===== config.mk =====
export PLATFORM = sky130hd
export DESIGN_NAME = fwd_select_unit_flat
export DESIGN_NICKNAME = d
export VERILOG_FILES = /design/src/rtl/fwd_select_unit_pkg.sv /design/src/rtl/fwd_select_unit_if.sv /design/src/rtl/fwd_select_unit_tag_pipe.sv /design/src/rtl/fwd_select_unit.sv /design/src/flat_wrapper.sv
export SDC_FILE = /design/constraint.sdc
export NUM_CORES = 1
export LEC_CHECK = 0
export ABC_AREA = 1
export BUFFER_PORTS_ARGS = -buffer_cell sky130_fd_sc_hd__buf_2
export CAP_MARGIN = 30
export CORE_UTILIZATION = 45
export CTS_BUF_LIST = sky130_fd_sc_hd__clkbuf_8
export DETAILED_ROUTE_END_ITERATION = 16
export PLACE_DENSITY = 0.66
export SYNTH_ARGS = -nofsm -noshare
export SYNTH_HDL_FRONTEND = slang
export SYNTH_SLANG_ARGS = --single-unit

===== constraint.sdc =====
create_clock -name clk -period 2.38 [get_ports clk]
set_input_delay 0.238 -clock clk [delete_from_list [all_inputs] [get_ports clk]]
set_output_delay 0.238 -clock clk [all_outputs]
set_load 0.01 [all_outputs]

===== src/rtl/fwd_select_unit_pkg.sv =====
// fwd_select_unit_pkg
// Shared definitions for the operand-forwarding controller:
//   - fwd_sel_e : EX operand mux select encodings
//   - fwd_tag_t : one in-flight tag slot {v, rd, we, ld}
//   - tag_match : does a slot produce the value a given source register needs
// The rd field is sized to FWD_RD_W so the struct can live in the package.
// Narrower register indices are zero-extended into it, so REG_ADDR_W must
// not exceed FWD_RD_W.
package fwd_select_unit_pkg;

  localparam int FWD_RD_W = 8;

  typedef enum logic [1:0] {
    FWD_RF   = 2'b00,  // register file
    FWD_MEM  = 2'b01,  // MEM-stage result
    FWD_WB   = 2'b10,  // WB-stage result
    FWD_HOLD = 2'b11   // retired-result hold register
  } fwd_sel_e;

  typedef struct packed {
    logic                v;
    logic [FWD_RD_W-1:0] rd;
    logic                we;
    logic                ld;
  } fwd_tag_t;

  // x0 is hardwired zero and never a forwarding target.
  function automatic logic tag_match(fwd_tag_t t, logic [FWD_RD_W-1:0] s);
    return t.v & t.we & (t.rd == s) & (s != '0);
  endfunction

endpackage


===== src/rtl/fwd_select_unit_if.sv =====
// fwd_select_unit_if
// Decode-side request and EX-side select bundle of the forwarding controller.
//   master : decode / testbench side (drives id_*, flush; observes results)
//   slave  : fwd_select_unit side
// Signals:
//   id_valid, id_rs1, id_rs2, id_rd, id_we, id_load, flush  (decode -> unit)
//   ex_sel_a, ex_sel_b, stall, perf_stalls                   (unit -> pipeline)
interface fwd_select_unit_if #(
  parameter int REG_ADDR_W = 5,
  parameter int CNT_W      = 16
);
  logic                  id_valid;
  logic [REG_ADDR_W-1:0] id_rs1;
  logic [REG_ADDR_W-1:0] id_rs2;
  logic [REG_ADDR_W-1:0] id_rd;
  logic                  id_we;
  logic                  id_load;
  logic                  flush;
  logic [1:0]            ex_sel_a;
  logic [1:0]            ex_sel_b;
  logic                  stall;
  logic [CNT_W-1:0]      perf_stalls;

  modport master (
    output id_valid, id_rs1, id_rs2, id_rd, id_we, id_load, flush,
    input  ex_sel_a, ex_sel_b, stall, perf_stalls
  );

  modport slave (
    input  id_valid, id_rs1, id_rs2, id_rd, id_we, id_load, flush,
    output ex_sel_a, ex_sel_b, stall, perf_stalls
  );
endinterface


===== src/rtl/fwd_select_unit_tag_pipe.sv =====
// fwd_tag_pipe
// Three-slot tag shift register tracking in-flight destinations in EX, MEM
// and WB. Every cycle WB<-MEM and MEM<-EX; EX takes the decode tag when
// adv_i is high, otherwise a bubble (v=0).
// Ports:
//   clk, reset : clock, async active-high reset (clears all slots)
//   adv_i      : decode instruction is issued into EX this cycle
//   id_tag_i   : tag of the decode instruction
//   ex_o/mem_o/wb_o : current slot contents
module fwd_tag_pipe
  import fwd_select_unit_pkg::*;
(
  input  logic     clk,
  input  logic     reset,
  input  logic     adv_i,
  input  fwd_tag_t id_tag_i,
  output fwd_tag_t ex_o,
  output fwd_tag_t mem_o,
  output fwd_tag_t wb_o
);

  fwd_tag_t ex_q, mem_q, wb_q;
  fwd_tag_t ex_d;

  always_comb begin
    ex_d = '0;
    if (adv_i) ex_d = id_tag_i;
  end

  always_ff @(posedge clk or posedge reset) begin
    if (reset) begin
      ex_q  <= '0;
      mem_q <= '0;
      wb_q  <= '0;
    end else begin
      ex_q  <= ex_d;
      mem_q <= ex_q;
      wb_q  <= mem_q;
    end
  end

  assign ex_o  = ex_q;
  assign mem_o = mem_q;
  assign wb_o  = wb_q;

endmodule


===== src/rtl/fwd_select_unit.sv =====
// fwd_select_unit
// Operand-forwarding controller for the 5-stage integer pipeline. Sits in ID
// and computes the EX operand mux selects one cycle ahead, plus the
// load-use stall.
// Ports:
//   clk, reset : pipeline clock, async active-high reset
//   bus        : fwd_select_unit_if.slave
//                  in : id_valid, id_rs1, id_rs2, id_rd, id_we, id_load, flush
//                  out: ex_sel_a, ex_sel_b (registered), stall (combinational),
//                       perf_stalls (saturating stall-cycle count)
// REG_ADDR_W / CNT_W must match the widths of the connected interface.
module fwd_select_unit
  import fwd_select_unit_pkg::*;
#(
  parameter int REG_ADDR_W = 5,
  parameter int CNT_W      = 16
) (
  input  logic            clk,
  input  logic            reset,
  fwd_select_unit_if.slave bus
);

  logic [REG_ADDR_W-1:0] rs1_w, rs2_w, rd_w;
  logic [FWD_RD_W-1:0]   rs1_x, rs2_x;
  fwd_tag_t              id_tag, ex_t, mem_t, wb_t;
  logic                  issue, stall, adv;
  fwd_sel_e              sel_a_d, sel_b_d;
  logic [1:0]            sel_a_q, sel_b_q;
  logic [CNT_W-1:0]      perf_q;

  assign rs1_w = bus.id_rs1;
  assign rs2_w = bus.id_rs2;
  assign rd_w  = bus.id_rd;
  assign rs1_x = FWD_RD_W'(rs1_w);
  assign rs2_x = FWD_RD_W'(rs2_w);

  always_comb begin
    id_tag    = '0;
    id_tag.v  = 1'b1;
    id_tag.rd = FWD_RD_W'(rd_w);
    id_tag.we = bus.id_we;
    id_tag.ld = bus.id_load;
  end

  // A load in EX cannot feed the instruction in ID until it reaches MEM's
  // output, so hold ID for one cycle. Flush wins: the squashed instruction
  // needs no operands.
  assign issue = bus.id_valid & ~bus.flush;
  assign stall = issue & ex_t.ld &
                 (tag_match(ex_t, rs1_x) | tag_match(ex_t, rs2_x));
  assign adv   = issue & ~stall;

  fwd_tag_pipe u_tag_pipe (
    .clk      (clk),
    .reset    (reset),
    .adv_i    (adv),
    .id_tag_i (id_tag),
    .ex_o     (ex_t),
    .mem_o    (mem_t),
    .wb_o     (wb_t)
  );

  // Youngest producer wins. The instruction now in EX will be in MEM when the
  // consumer is in EX, hence the one-stage shift in the encodings. A load in
  // EX never reaches here with a match because it stalls instead.
  function automatic fwd_sel_e pick(logic [FWD_RD_W-1:0] s);
    if (tag_match(ex_t, s) && !ex_t.ld) return FWD_MEM;
    else if (tag_match(mem_t, s))       return FWD_WB;
    else if (tag_match(wb_t, s))        return FWD_HOLD;
    else                                return FWD_RF;
  endfunction

  always_comb begin
    sel_a_d = FWD_RF;
    sel_b_d = FWD_RF;
    if (adv) begin
      sel_a_d = pick(rs1_x);
      sel_b_d = pick(rs2_x);
    end
  end

  always_ff @(posedge clk or posedge reset) begin
    if (reset) begin
      sel_a_q <= FWD_RF;
      sel_b_q <= FWD_RF;
      perf_q  <= '0;
    end else begin
      sel_a_q <= sel_a_d;
      sel_b_q <= sel_b_d;
      if (stall && perf_q != '1) perf_q <= perf_q + CNT_W'(1);
    end
  end

  assign bus.ex_sel_a    = sel_a_q;
  assign bus.ex_sel_b    = sel_b_q;
  assign bus.stall       = stall;
  assign bus.perf_stalls = perf_q;

endmodule


===== src/flat_wrapper.sv =====
// flat-port wrapper written by rule: the top's interface ports become plain ports
module fwd_select_unit_flat import fwd_select_unit_pkg::*;
#(
  parameter int REG_ADDR_W = 5,
  parameter int CNT_W      = 16
)
  (clk, reset, bus_id_valid, bus_id_rs1, bus_id_rs2, bus_id_rd, bus_id_we, bus_id_load, bus_flush, bus_ex_sel_a, bus_ex_sel_b, bus_stall, bus_perf_stalls);
  fwd_select_unit_if #(.REG_ADDR_W(REG_ADDR_W), .CNT_W(CNT_W)) bus_i ();
  input  logic clk;
  input  logic reset;
  input wire logic [$bits(bus_i.id_valid)-1:0] bus_id_valid;
  input wire logic [$bits(bus_i.id_rs1)-1:0] bus_id_rs1;
  input wire logic [$bits(bus_i.id_rs2)-1:0] bus_id_rs2;
  input wire logic [$bits(bus_i.id_rd)-1:0] bus_id_rd;
  input wire logic [$bits(bus_i.id_we)-1:0] bus_id_we;
  input wire logic [$bits(bus_i.id_load)-1:0] bus_id_load;
  input wire logic [$bits(bus_i.flush)-1:0] bus_flush;
  output wire logic [$bits(bus_i.ex_sel_a)-1:0] bus_ex_sel_a;
  output wire logic [$bits(bus_i.ex_sel_b)-1:0] bus_ex_sel_b;
  output wire logic [$bits(bus_i.stall)-1:0] bus_stall;
  output wire logic [$bits(bus_i.perf_stalls)-1:0] bus_perf_stalls;
  assign bus_i.id_valid = bus_id_valid;
  assign bus_i.id_rs1 = bus_id_rs1;
  assign bus_i.id_rs2 = bus_id_rs2;
  assign bus_i.id_rd = bus_id_rd;
  assign bus_i.id_we = bus_id_we;
  assign bus_i.id_load = bus_id_load;
  assign bus_i.flush = bus_flush;
  assign bus_ex_sel_a = bus_i.ex_sel_a;
  assign bus_ex_sel_b = bus_i.ex_sel_b;
  assign bus_stall = bus_i.stall;
  assign bus_perf_stalls = bus_i.perf_stalls;
  fwd_select_unit #(.REG_ADDR_W(REG_ADDR_W), .CNT_W(CNT_W)) u_core (.clk(clk), .reset(reset), .bus(bus_i));
endmodule

## Word level (Yosys, flattened, before mapping)

Index checks and enable logic that the tools add are counted.

| storage, ports and cells | value |
|---|---|
| bits in registers | 51 |
| input port bits | 21 |
| output and inout port bits | 21 |

| operators by class | value |
|---|---|
| add/sub/neg operators | 1 |
| equal/unequal tests | 7 |
| multiplexer cells | 9 |
| bitwise gates (word level) | 22 |
| reductions and logical operators | 6 |

Operators with widths:

| operator | number |
|---|---|
| $eq A8 B5 Y1 | 6 |
| $and A1 B1 Y1 | 19 |
| $add A16 B1 Y16 const B | 1 |
| $mux W2 | 8 |
| $ne A16 B16 Y1 const B | 1 |
| $reduce_bool A8 Y1 | 2 |
| $mux W11 | 1 |
| $logic_and A1 B1 Y1 | 3 |
| $not A1 Y1 | 2 |
| $logic_not A1 Y1 | 1 |
| $or A1 B1 Y1 | 1 |

## Depth between registers and ports, before layout

| depth | value |
|---|---|
| depth in word-level cells | 8 |
| mapped depth | 12 |
| gate-level depth less buffers | 11 |

## By module

A second synthesis with hierarchy kept.

| unflattened totals | value |
|---|---|
| cells, all modules | 362 |
| area total of the unflattened synthesis | 2820.2 um^2 |

Modules (own cells, without submodules):

| module | instances | cells each | area an instance (um^2) |
|---|---|---|---|
| fwd_select_unit | 1 | 305 | 1896.8 |
| fwd_tag_pipe | 1 | 57 | 923.4 |

## Least setup slack after synthesis

No wires, ideal clock.

| timing path | value |
|---|---|
| path type | register to register |
| start point | reg u_core.perf_q[0], in the netlist u_core.bus.perf_stalls[0] |
| end point | reg u_core.perf_q[8], in the netlist u_core.bus.perf_stalls[8] |
| arrival | 1.377 ns |
| data required time | 2.263 ns |
| path slack | 0.886 ns |
| cell stages (with the launch flop) | 8 |
| buffers on the path | 1 |
| cells stage by stage | dfrtp_1 > ha_1 > nand3_1 > inv_1 > nand4_4 > buf_2 > nand4_1 > nand2_1 |

| between the ends | value |
|---|---|
| cells in the longest elaborated chain, start to end | 2 |
| elaborated cells between the ends (all ways) | 3 |
| those cells by class | add/sub (1); eq/ne (1); reduce/logical (1) |

Ends and longest elaborated chain:

| item | RTL line | RTL |
|---|---|---|
| from (decl) | fwd_select_unit.sv:29 | `logic [CNT_W-1:0] perf_q;` |
| from (signal assigned) | fwd_select_unit.sv:90 | `if (stall && perf_q != '1) perf_q <= perf_q + CNT_W'(1);` |
| branches (longest 2 deep; another with $add A16 B1 Y16) | - |  |

Several ways; the timed one is not identified.
A chain may end at the register's enable or synchronous reset.

## Worst setup path in the final report

| timing path | value |
|---|---|
| start point | reg u_core.u_tag_pipe.ex_q (netlist bit u_core.u_tag_pipe.ex_o[4]) |
| end point | out bus_stall |

| between the ends | value |
|---|---|
| cells in the longest elaborated chain, start to end | 5 |
| elaborated cells between the ends (all ways) | 8 |
| those cells by class | eq/ne (2); bitwise (6) |

Ends and longest elaborated chain:

| item | RTL line | RTL |
|---|---|---|
| from (decl) | fwd_select_unit_tag_pipe.sv:22 | `fwd_tag_t ex_q, mem_q, wb_q;` |
| from (signal assigned) | fwd_select_unit_tag_pipe.sv:32 | `ex_q <= '0;` |
| from (signal assigned) | fwd_select_unit_tag_pipe.sv:36 | `ex_q <= ex_d;` |
| $eq A8 B5 Y1 | fwd_select_unit_pkg.sv:29 | `return t.v & t.we & (t.rd == s) & (s != '0);` |
| $and A1 B1 Y1 (2 in series) | fwd_select_unit_pkg.sv:29 |  |
| $or A1 B1 Y1 (*) | fwd_select_unit.sv:50 | `(tag_match(ex_t, rs1_x) \| tag_match(ex_t, rs2_x));` |
| $and A1 B1 Y1 (*) | fwd_select_unit.sv:49 | `assign stall = issue & ex_t.ld &` |
| to (decl) | flat_wrapper.sv:20 | `output wire logic [$bits(bus_i.stall)-1:0] bus_stall;` |

Mark *: on every way between the ends. The rest lies on a longest branch, timed or not.

==> out/results.tsv <==
metric	value	unit
pwr-share-seq	0.542	
fin_crit	2.013	ns
ys_types	28	
drt_iter0_markers	187	
wl_per_cell	11.97	um
setup_tns	0	ns
arrival	1.78	ns
syn_inst	346	
fin_nets	412	
vias	2243	
finalClockSkew	0.008840	ns
fp.dieArea	5949	um2
synth_edf_count	0	
io_pins	42	
grt_first_pass_wirelength	10.03	mm
yosysTopAreaCell	dfrtp_1	
slew_viol_final	0	
cts_tree	done	
grt_usage	0.2140	
drt_pass1_iterations	4	
layout_common_cells	nand2_1, inv_1, dfrtp_1	
relSlewSlack	0.7297	
leakage	1.498	nW
place_inst	452	
mostFrequentLayoutCell	nand2_1	
drc_errors	0	
yosysWarnings	0	
grt_pass1_vias	2064	
cpPeakStageDelay	0.44	ns
clk_pin_slew	0.09	ns
clkSinkCount	42	
syn2layout_area_growth	13.74	%
p_int	0.0009918	W
netSwitchingFraction	0.2733	
diodes	0	
syn_area	2540	um2
avgSynthCellArea	7.341	um2
cts.root.buffer_cell	clkbuf_8	
hold_class	in2reg	
hold_violations	0	
pwr-share-comb	0.089	
placed_area	2781	um2
fp.dieH	77.13	um
cp-end-kind	primary output	
fmax	0.4968	GHz
worst_pin_slew	0.4055	ns
critPathRequiredTime	2.14	ns
p_switching	0.0003730	W
postCtsHoldBufs	1	
hold_path_depth	3	
cp_slowest_cell	dfrtp_1	
cts_made_buffers	5	
rsz0062_at_grt	false	
routed_via_density	4.866	
ir_worst_vdd	0.3570	mV
row_count	26	
path_cells	inv_1 -> nand2_1 -> nand2_1 -> nand2_1 -> nor2_1 -> nand2_2 -> nand2_4 -> nand2_2 -> inv_1 -> buf_2	
status	finished clean	
layout.cells.non_filler	461	
gp_congestion	0.8844	
p_per_area	472.4	nW/um2
start_util	0.4820	
min_from	bus_id_load	
startpoint_type	flop	
critPathMostFrequentCell	nand2_1	
htreeDepth	2	
stdcell_area	2889	um2
gr-total-overflow	0	
synth_ff_type	dfrtp_1	
critPathKind	reg2out	
fill_cells	541	
clkPwrFrac	0.369	
antenna_left	0	
cp-startpoint	u_core.u_tag_pipe.ex_o[4]	
setup_viol	0	
core_area	5270	um2
numPortBuffers	41	
ys_seq_area_frac	0.4138	
cap_violations	0	
wl	5.518	mm
post-synth-top-area-fraction	0.4138	
ys_ff_latch	42	
async_reset_ff_frac	1.000	
hpwl	4.057	mm
fp.dieW	77.13	um
reg2regPathDepth	10	
cts_buffer_depth	2	
drive_above_1_share	0.2225	
grt_max_degree	33	
antenna_found_initial	0	
post-cts-setup-buffers	0	
crit_fanout	21	
period_share	0.8458	
clk_latency	0.30	ns
synth.area.top_cells	dfrtp_1, nand2_1, inv_1	
syn_nets	368	
cts_resized	0	
r2r_start	u_core.u_tag_pipe.ex_o[4]	
[flip-flops by register name (all words and copies together) (netlist names)]
name,count
u_core.u_tag_pipe.ex_o,8
u_core.bus.ex_sel_a,2
u_core.u_tag_pipe.wb_o,7
u_core.bus.perf_stalls,16
u_core.u_tag_pipe.mem_o,7
u_core.bus.ex_sel_b,2
[per-layer routing]
layer	global-route usage	routed length [um]	vias up
met3	0.03452	292	6
met4	0.07170	61	0
li1	-	-	1158
met1	0.3296	2965	1011
met5	0	0	-
met2	0.2991	2198	68
[metrics by stage]
step           hold WS (ns)  worst slack [ns]  total power (W)    util
2_1_floorplan        0.3535            0.8859        0.0008314       -
3_3_place_gp         0.1912            0.6236        0.0008736  0.5278
3_5_place_dp         0.1941            0.5822        0.0008754  0.5278
4_1_cts              0.1291            0.3589         0.001385  0.5482
5_1_grt              0.1339            0.1730         0.001430  0.5482
6_report             0.1390            0.3670         0.001365  0.5482
[cells by family (layout without fill, tap and decap cells)]
| logic type | after synthesis | after routing | share of synthesized area |
|---|---|---|---|
| AO/OA/AOI/OAI | 13 | 13 | 0.02660 |
| XOR/XNOR | 15 | 15 | 0.05173 |
| adder cells (fa/ha/maj) | 1 | 1 | 0.004925 |
| buffers and inverters | 58 | 103 | 0.1015 |
| flip-flops | 42 | 42 | 0.4138 |
| AND/OR/NAND/NOR | 217 | 217 | 0.4015 |
[critical path: cells and delay by family, from the launching register on]
kind	cells	cell delay, ns
buffers and inverters	3	0.28
DFF	1	0.44
and+or+nand+nor	7	0.74
[cells in the mapped netlist, types with 2 or more instances]
| library cell | instances |
|---|---|
| nand2_1 | 122 |
| inv_1 | 45 |
| dfrtp_1 | 42 |
| nor2_1 | 28 |
| nand4_1 | 19 |
| nor2_2 | 17 |
| nand3_1 | 14 |
| xnor2_1 | 9 |
| o21ai_0 | 8 |
| inv_2 | 6 |
| xor2_1 | 6 |
| a21oi_1 | 4 |
| nand2_2 | 4 |
| nand3b_1 | 3 |
| buf_2 | 2 |
| buf_4 | 2 |
| buf_8 | 2 |
| nand4_2 | 2 |
| nor2_4 | 2 |
[power by group through the flow]
stage	clock, W	sequential, W	combinational [W]
2_1_floorplan	0	0.000751	0.0000807
3_3_place_gp	0	0.000754	0.000120
6_report	0.000503	0.000740	0.000121
3_5_place_dp	0	0.000754	0.000121
4_1_cts	0.000522	0.000740	0.000123
5_1_grt	0.000547	0.000743	0.000140
[final timing paths]
check	to	slack, ns
worst max-delay path	bus_stall	0.37
worst min-delay path	u_core.u_tag_pipe.ex_o[0]	0.14
worst max register to register	u_core.bus.perf_stalls[7]	0.55
worst min register to register	u_core.u_tag_pipe.wb_o[1]	0.38
max in group asynchronous	u_core.bus.perf_stalls[0]	1.28
min in group asynchronous	u_core.u_tag_pipe.mem_o[6]	0.40
[final cells by class]
class,instances,area (um2),share of cell area
multi-input combinational,246,1231,0.4262
sequential,42,1051,0.3638
timing repair buffer,44,230.2,0.07969
inverter,51,191.4,0.06626
tap,70,87.58,0.03032
clock buffer,5,68.82,0.02382
clock inverter,3,28.78,0.009961
Note: power is estimated with default switching activity, not from simulation.
